`src/rtl/reg_file_sb_if.sv`:
```
// reg_file_sb_if: read, write-back, issue and flush bus of the register file.
interface reg_file_sb_if #(
  parameter int NUM_REGS = 32,
  parameter int XLEN     = 32,
  parameter int NUM_READ = 2
);
  localparam int AW = $clog2(NUM_REGS);
  logic [NUM_READ*AW-1:0]   rd_addr;
  logic [NUM_READ*XLEN-1:0] rd_data;
  logic [NUM_READ-1:0]      rd_busy;
  logic                     wb_en;
  logic [AW-1:0]            wb_addr;
  logic [XLEN-1:0]          wb_data;
  logic                     issue_en;
  logic [AW-1:0]            issue_addr;
  logic                     flush;
  logic [AW:0]              busy_count;
  modport master (
    output rd_addr, wb_en, wb_addr, wb_data, issue_en, issue_addr, flush,
    input  rd_data, rd_busy, busy_count
  );
  modport slave (
    input  rd_addr, wb_en, wb_addr, wb_data, issue_en, issue_addr, flush,
    output rd_data, rd_busy, busy_count
  );
endinterface

```
`src/rtl/reg_file_sb.sv`:
```
// reg_file_sb: multi-port register file with write-back bypass and busy scoreboard.
module reg_file_sb #(
  parameter int NUM_REGS = 32,
  parameter int XLEN     = 32,
  parameter int NUM_READ = 2,
  parameter int BYPASS   = 1
) (
  input  logic          clock,
  input  logic          reset_n,
  reg_file_sb_if.slave  bus
);
  localparam int AW = $clog2(NUM_REGS);
  localparam int CW = AW + 1;
  logic [XLEN-1:0]          mem_q [NUM_REGS];
  logic [NUM_REGS-1:0]      busy_q, busy_d;
  logic [CW-1:0]            cnt_q, cnt_d;
  logic [NUM_READ*XLEN-1:0] rd_data;
  logic [NUM_READ-1:0]      rd_busy;
  logic [AW-1:0]            ra;
  logic                     byp;
  // flush, then write-back release, then issue reservation; the later step wins
  always_comb begin
    busy_d = bus.flush ? '0 : busy_q;
    if (bus.wb_en) busy_d[bus.wb_addr] = 1'b0;
    if (bus.issue_en) busy_d[bus.issue_addr] = 1'b1;
    busy_d[0] = 1'b0;
    cnt_d = '0;
    for (int i = 0; i < NUM_REGS; i++) cnt_d = cnt_d + CW'(busy_d[i]);
  end
  always_ff @(posedge clock or negedge reset_n)
    if (!reset_n) begin
      for (int i = 0; i < NUM_REGS; i++) mem_q[i] <= '0;
      busy_q <= '0;
      cnt_q  <= '0;
    end else begin
      if (bus.wb_en && bus.wb_addr != '0) mem_q[bus.wb_addr] <= bus.wb_data;
      busy_q <= busy_d;
      cnt_q  <= cnt_d;
    end
  // outputs are forced to zero while reset is held, even on the bypass path
  always_comb begin
    rd_data = '0;
    rd_busy = '0;
    ra = '0;
    byp = 1'b0;
    for (int i = 0; i < NUM_READ; i++) begin
      ra = bus.rd_addr[i*AW +: AW];
      byp = (BYPASS != 0) && bus.wb_en && bus.wb_addr == ra;
      rd_data[i*XLEN +: XLEN] = (!reset_n || ra == '0) ? '0 : byp ? bus.wb_data : mem_q[ra];
      rd_busy[i] = reset_n && ra != '0 && !byp && busy_q[ra];
    end
  end
  assign bus.rd_data    = rd_data;
  assign bus.rd_busy    = rd_busy;
  assign bus.busy_count = cnt_q;
endmodule

```
`src/flat_wrapper.sv`:
```
// flat-port wrapper written by rule: the top's interface ports become plain ports
module reg_file_sb_flat 
#(
  parameter int NUM_REGS = 32,
  parameter int XLEN     = 32,
  parameter int NUM_READ = 2,
  parameter int BYPASS   = 1
)
  (clock, reset_n, bus_rd_addr, bus_wb_en, bus_wb_addr, bus_wb_data, bus_issue_en, bus_issue_addr, bus_flush, bus_rd_data, bus_rd_busy, bus_busy_count);
  reg_file_sb_if #(.NUM_REGS(NUM_REGS), .XLEN(XLEN), .NUM_READ(NUM_READ)) bus_i ();
  input  logic clock;
  input  logic reset_n;
  input wire logic [$bits(bus_i.rd_addr)-1:0] bus_rd_addr;
  input wire logic [$bits(bus_i.wb_en)-1:0] bus_wb_en;
  input wire logic [$bits(bus_i.wb_addr)-1:0] bus_wb_addr;
  input wire logic [$bits(bus_i.wb_data)-1:0] bus_wb_data;
  input wire logic [$bits(bus_i.issue_en)-1:0] bus_issue_en;
  input wire logic [$bits(bus_i.issue_addr)-1:0] bus_issue_addr;
  input wire logic [$bits(bus_i.flush)-1:0] bus_flush;
  output wire logic [$bits(bus_i.rd_data)-1:0] bus_rd_data;
  output wire logic [$bits(bus_i.rd_busy)-1:0] bus_rd_busy;
  output wire logic [$bits(bus_i.busy_count)-1:0] bus_busy_count;
  assign bus_i.rd_addr = bus_rd_addr;
  assign bus_i.wb_en = bus_wb_en;
  assign bus_i.wb_addr = bus_wb_addr;
  assign bus_i.wb_data = bus_wb_data;
  assign bus_i.issue_en = bus_issue_en;
  assign bus_i.issue_addr = bus_issue_addr;
  assign bus_i.flush = bus_flush;
  assign bus_rd_data = bus_i.rd_data;
  assign bus_rd_busy = bus_i.rd_busy;
  assign bus_busy_count = bus_i.busy_count;
  reg_file_sb #(.NUM_REGS(NUM_REGS), .XLEN(XLEN), .NUM_READ(NUM_READ), .BYPASS(BYPASS)) u_core (.clock(clock), .reset_n(reset_n), .bus(bus_i));
endmodule
```
`config.mk`:
```
export PLATFORM = sky130hd
export DESIGN_NAME = reg_file_sb_flat
export DESIGN_NICKNAME = d
export VERILOG_FILES = /design/src/rtl/reg_file_sb_if.sv /design/src/rtl/reg_file_sb.sv /design/src/flat_wrapper.sv
export SDC_FILE = /design/constraint.sdc
export NUM_CORES = 2
export LEC_CHECK = 0
export ABC_AREA = 1
export CORE_ASPECT_RATIO = 1.75
export CORE_UTILIZATION = 55
export CTS_BUF_LIST = sky130_fd_sc_hd__clkbuf_16
export CTS_CLUSTER_DIAMETER = 80
export DETAILED_ROUTE_END_ITERATION = 7
export MAX_ROUTING_LAYER = met4
export PLACE_DENSITY_LB_ADDON = 0.1
export SLEW_MARGIN = 20
export SYNTH_ARGS = -nofsm -noshare
export SYNTH_HDL_FRONTEND = slang
export SYNTH_SLANG_ARGS = --single-unit
```
`constraint.sdc`:
```
create_clock -name clock -period 10.6 [get_ports clock]
set_input_delay 1.59 -clock clock [delete_from_list [all_inputs] [get_ports clock]]
set_output_delay 1.59 -clock clock [all_outputs]
set_load 0.02 [all_outputs]
```
==> run_summary.xml <==
<?xml version="1.0" encoding="UTF-8"?>
<metrics>
  <group name="clocking">
    <metric name="ctsRootBufferMaster" unit="">clkbuf_16</metric>
    <metric name="clock_tree.buffer_depth" unit="">3</metric>
    <metric name="tritoncts" unit="">done</metric>
    <metric name="cts_hold_buffers" unit="">0</metric>
    <metric name="number_of_levels_the_h_tree_was_split_into" unit="">3</metric>
    <metric name="post_cts_resized" unit="">0</metric>
    <metric name="post_cts_buffers" unit="">0</metric>
    <metric name="cts-buffers-inserted" unit="">101</metric>
    <metric name="clk_pin_slew_worst_paths" unit="ns">0.07</metric>
    <metric name="count_of_clock_tree_sinks" unit="">1061</metric>
    <metric name="worstSkewPairLatency" unit="ns">0.74</metric>
  </group>
  <group name="drt">
    <metric name="detailedRoute.firstIterationViolations" unit="">8541</metric>
    <metric name="drc" unit="">0</metric>
    <metric name="detail-route-antenna-nets" unit="">0</metric>
    <metric name="first_pass_iters" unit="">6</metric>
    <metric name="met1Wirelength" unit="um">85600</metric>
    <metric name="route.met2.wl" unit="um">106000</metric>
    <metric name="viasPerCell" unit="">6.29</metric>
    <metric name="routed_wire_length_per_instance" unit="um">25.2</metric>
    <metric name="detail_route_met3_wl" unit="um">28800</metric>
    <metric name="detailroute.via_count" unit="">60100</metric>
    <metric name="wirelength" unit="um">241000</metric>
    <metric name="top_layer_used" unit="">met4</metric>
  </group>
  <group name="critical_path">
    <metric name="required" unit="ns">11.21</metric>
    <metric name="critPathCaptureType" unit="">flip-flop</metric>
    <metric name="criticalPathCategory" unit="">in -&gt; reg</metric>
    <metric name="crit_path_max_fanout" unit="">65</metric>
    <metric name="crit-reg2reg-launch" unit="">u_core.busy_q[1]</metric>
    <metric name="crit_arrival" unit="ns">8.45</metric>
    <metric name="r2r_setup_slack" unit="ns">5.25</metric>
    <metric name="timing.critical_path.from_type" unit="">primary input</metric>
    <metric name="r2r_cells" unit="">18</metric>
    <metric name="timing.rr.end" unit="">u_core.bus.busy_count[4]</metric>
  </group>
  <group name="run">
    <metric name="maxCapViolations" unit="">0</metric>
  </group>
  <group name="synthesis">
    <metric name="synthesis.yosys.warnings" unit="">0</metric>
    <metric name="combinational_family_with_the_most_area_after_synthesis" unit="">simple AND/OR/NAND/NOR gates</metric>
    <metric name="netlist-cell-type-count" unit="">32</metric>
    <metric name="post_synth_instance_area" unit="mm^2">0.0599</metric>
    <metric name="cell_with_the_most_instances_after_synthesis" unit="">nand2_1</metric>
    <metric name="synthesis.nets" unit="">8537</metric>
    <metric name="synthesis.area_per_instance" unit="um^2">7.10</metric>
    <metric name="postSynthRegisterBits" unit="">1061</metric>
    <metric name="yosys.area.top_type" unit="">dfrtp_1</metric>
    <metric name="ys_top_cells_by_count" unit="">nand2_1 (2810), o21ai_0 (1231), dfrtp_1 (1061), nand3_1 (794), a21oi_1 (549)</metric>
    <metric name="synth_xor_xnor_area_share" unit="%">0.0731</metric>
    <metric name="synth-simple-area-share" unit="%">26.5</metric>
    <metric name="synth-async-reset-ratio" unit="%">100</metric>
    <metric name="synth_adder_area_share" unit="%">0.956</metric>
    <metric name="synth.top_cells.by_area" unit="">dfrtp_1 (44%), nand2_1 (18%), o21ai_0 (10%), nand3_1 (6.6%), a21oi_1 (4.6%)</metric>
    <metric name="synth_compound_area_share" unit="%">19.3</metric>
    <metric name="yosys_most_used_dff" unit="">dfrtp_1</metric>
    <metric name="synth_edf_count" unit="">0</metric>
    <metric name="synth.mux.area_fraction" unit="%">0</metric>
    <metric name="synthesis.instances" unit="">8448</metric>
    <metric name="yosysTopAreaCellShare" unit="%">44.3</metric>
    <metric name="synth_sequential_area_ratio" unit="%">44.3</metric>
  </group>
  <group name="hold_path">
    <metric name="holdPathEnd" unit="">u_core.mem_q[1008]</metric>
    <metric name="min_path_type" unit="">reg -&gt; reg</metric>
    <metric name="hold-path-cell-count" unit="">0</metric>
    <metric name="holdCritStartpoint" unit="">u_core.mem_q[1008]</metric>
  </group>
  <group name="power_and_ir_drop">
    <metric name="power_density" unit="mW/mm^2">176</metric>
    <metric name="total_power_consumption" unit="mW">11.3</metric>
    <metric name="leakagePower" unit="nW">29.2</metric>
    <metric name="vdd_drop_max" unit="mV">0.117</metric>
  </group>
  <group name="layout">
    <metric name="nNetsFinal" unit="">8091</metric>
    <metric name="area_growth" unit="%">6.62</metric>
    <metric name="design_area" unit="mm^2">0.0639</metric>
    <metric name="post-route-util" unit="%">59.4</metric>
    <metric name="post_route_cells_drive_above_1_share" unit="%">4.29</metric>
    <metric name="ff_latch_area" unit="mm^2">0.0266</metric>
    <metric name="multiInputGateArea" unit="mm^2">0.0283</metric>
    <metric name="instances_no_fill" unit="">9556</metric>
    <metric name="layout.filler_cells" unit="">10300</metric>
  </group>
  <group name="floorplan">
    <metric name="fp.dieArea" unit="mm^2">0.110</metric>
    <metric name="die_h" unit="um">439</metric>
    <metric name="design.core.area" unit="mm^2">0.108</metric>
    <metric name="io-pin-count" unit="">129</metric>
    <metric name="std_cell_rows" unit="">159</metric>
    <metric name="floorplan.initialDensity" unit="%">55.7</metric>
    <metric name="fp.dieW" unit="um">252</metric>
  </group>
  <group name="run_status">
    <metric name="result_of_the_run" unit="">finished clean</metric>
  </group>
  <group name="timing">
    <metric name="max_freq" unit="MHz">128</metric>
    <metric name="clock-skew-final" unit="ns">0.0209</metric>
    <metric name="min_period_over_period" unit="%">73.9</metric>
    <metric name="hold_viol_final" unit="">0</metric>
    <metric name="worst-slew-pin-transition" unit="ns">1.19</metric>
    <metric name="finalWorstPathRequiredPeriod" unit="ns">7.83</metric>
    <metric name="finalSetupViolations" unit="">0</metric>
    <metric name="slew_headroom" unit="%">20.5</metric>
    <metric name="finalWorstSetupSlack" unit="ns">2.77</metric>
    <metric name="rsz0062_at_grt" unit="">no</metric>
    <metric name="finalMaxSlewViolations" unit="">0</metric>
    <metric name="setup_total_negative_slack" unit="ns">0</metric>
    <metric name="fin_hold_ws" unit="ns">0.407</metric>
  </group>
  <group name="global_routing">
    <metric name="grt.overflow.total" unit="">0</metric>
    <metric name="grt_pass1_vias" unit="">56700</metric>
    <metric name="grt_pass1_wl" unit="um">359000</metric>
    <metric name="grt_start_max_net_pins" unit="">196</metric>
    <metric name="grtUsageTotal" unit="%">45.0</metric>
    <metric name="initial_antenna_violation_count" unit="">24</metric>
  </group>
  <group name="placement">
    <metric name="place.gp.congestion" unit="">0.924</metric>
    <metric name="place_hpwl" unit="um">132000</metric>
    <metric name="buffer_ports.inserted" unit="">128</metric>
    <metric name="dpl-instance-area" unit="mm^2">0.0606</metric>
    <metric name="dpl.cell_count" unit="">9348</metric>
    <metric name="post-place-ws" unit="ns">2.12</metric>
  </group>
</metrics>
-- cells in the final DEF (no fill, tap or decap), types with 11 or more instances in the layout --
cell and instances:
a21oi_1 549, clkinv_1 18, nand2_4 17, fa_1 23, clkbuf_16 103, diode_2 25
clkdlybuf4s50_1 117, inv_2 26, nand2_1 2793, clkinv_2 30, inv_1 455, o21ai_1 104
buf_12 11, nor3_1 14, nor2_1 268, nand3_1 793, buf_4 95, o211ai_1 272
o21ai_0 1231, dfrtp_1 1061
-- critical path, stage by stage --
cell	delay, ns
clkdlybuf4s50_1	0.69
inv_2	0.14
nor3_2	0.57
nand2_4	0.73
nand3_1	0.24
o21ai_0	0.18
fa_1	0.57
inv_1	0.05
fa_1	0.45
fa_1	0.53
inv_1	0.05
fa_1	0.48
inv_1	0.05
fa_1	0.48
inv_1	0.05
fa_1	0.50
ha_1	0.17
inv_1	0.06
fa_1	0.46
o21a_1	0.23
xor2_1	0.14
-- cell type report --
cell class | instances | area share [%]
Timing Repair Buffer | 234 | 3.49
Inverter | 469 | 2.79
Clock inverter | 80 | 0.975
Antenna cell | 25 | 0.0979
Sequential cell | 1061 | 41.5
Clock buffer | 103 | 4.03
Multi-Input combinational cell | 6135 | 44.2
Tap cell | 1449 | 2.84
-- cell families (layout without fill, tap and decap cells) --
kind of cell / count (synthesis) / in the layout
AND/OR/NAND/NOR: 3926 / 3926
flip-flops: 1061 / 1061
other: 0 / 25
buffers and inverters: 1252 / 886
adder cells (fa/ha/maj): 32 / 32
XOR/XNOR: 5 / 5
AO/OA/AOI/OAI: 2172 / 2172
-- layer usage --
metal / up-vias / global-route usage [%]
met5: - / -
met4: 0 / 33.4
met3: 1073 / 10.6
met2: 3914 / 66.9
met1: 28400 / 53.2
li1: 26800 / -
-- flip-flops by register name (all words and copies together) (netlist names) --
name                   count
u_core.mem_q            1024
u_core.busy_q             31
u_core.bus.busy_count      6
-- power breakdown --
group,switching (mW),internal (mW)
Sequential,0.501,4.80
Combinational,1.52,0.770
Clock,1.69,2.00
-- worst max-delay path by stage --
stage                     cells after the start      startpoint                       end
after floorplan                              22  bus_wb_addr[4]  u_core.bus.busy_count[4]
after global placement                       21  bus_wb_addr[2]  u_core.bus.busy_count[4]
after detailed placement                     21  bus_wb_addr[2]  u_core.bus.busy_count[4]
after CTS                                    21  bus_wb_addr[2]  u_core.bus.busy_count[4]
after global routing                         21  bus_wb_addr[1]  u_core.bus.busy_count[4]
final                                        21  bus_wb_addr[2]  u_core.bus.busy_count[4]
No activity file was read; power rests on OpenSTA's default activity.
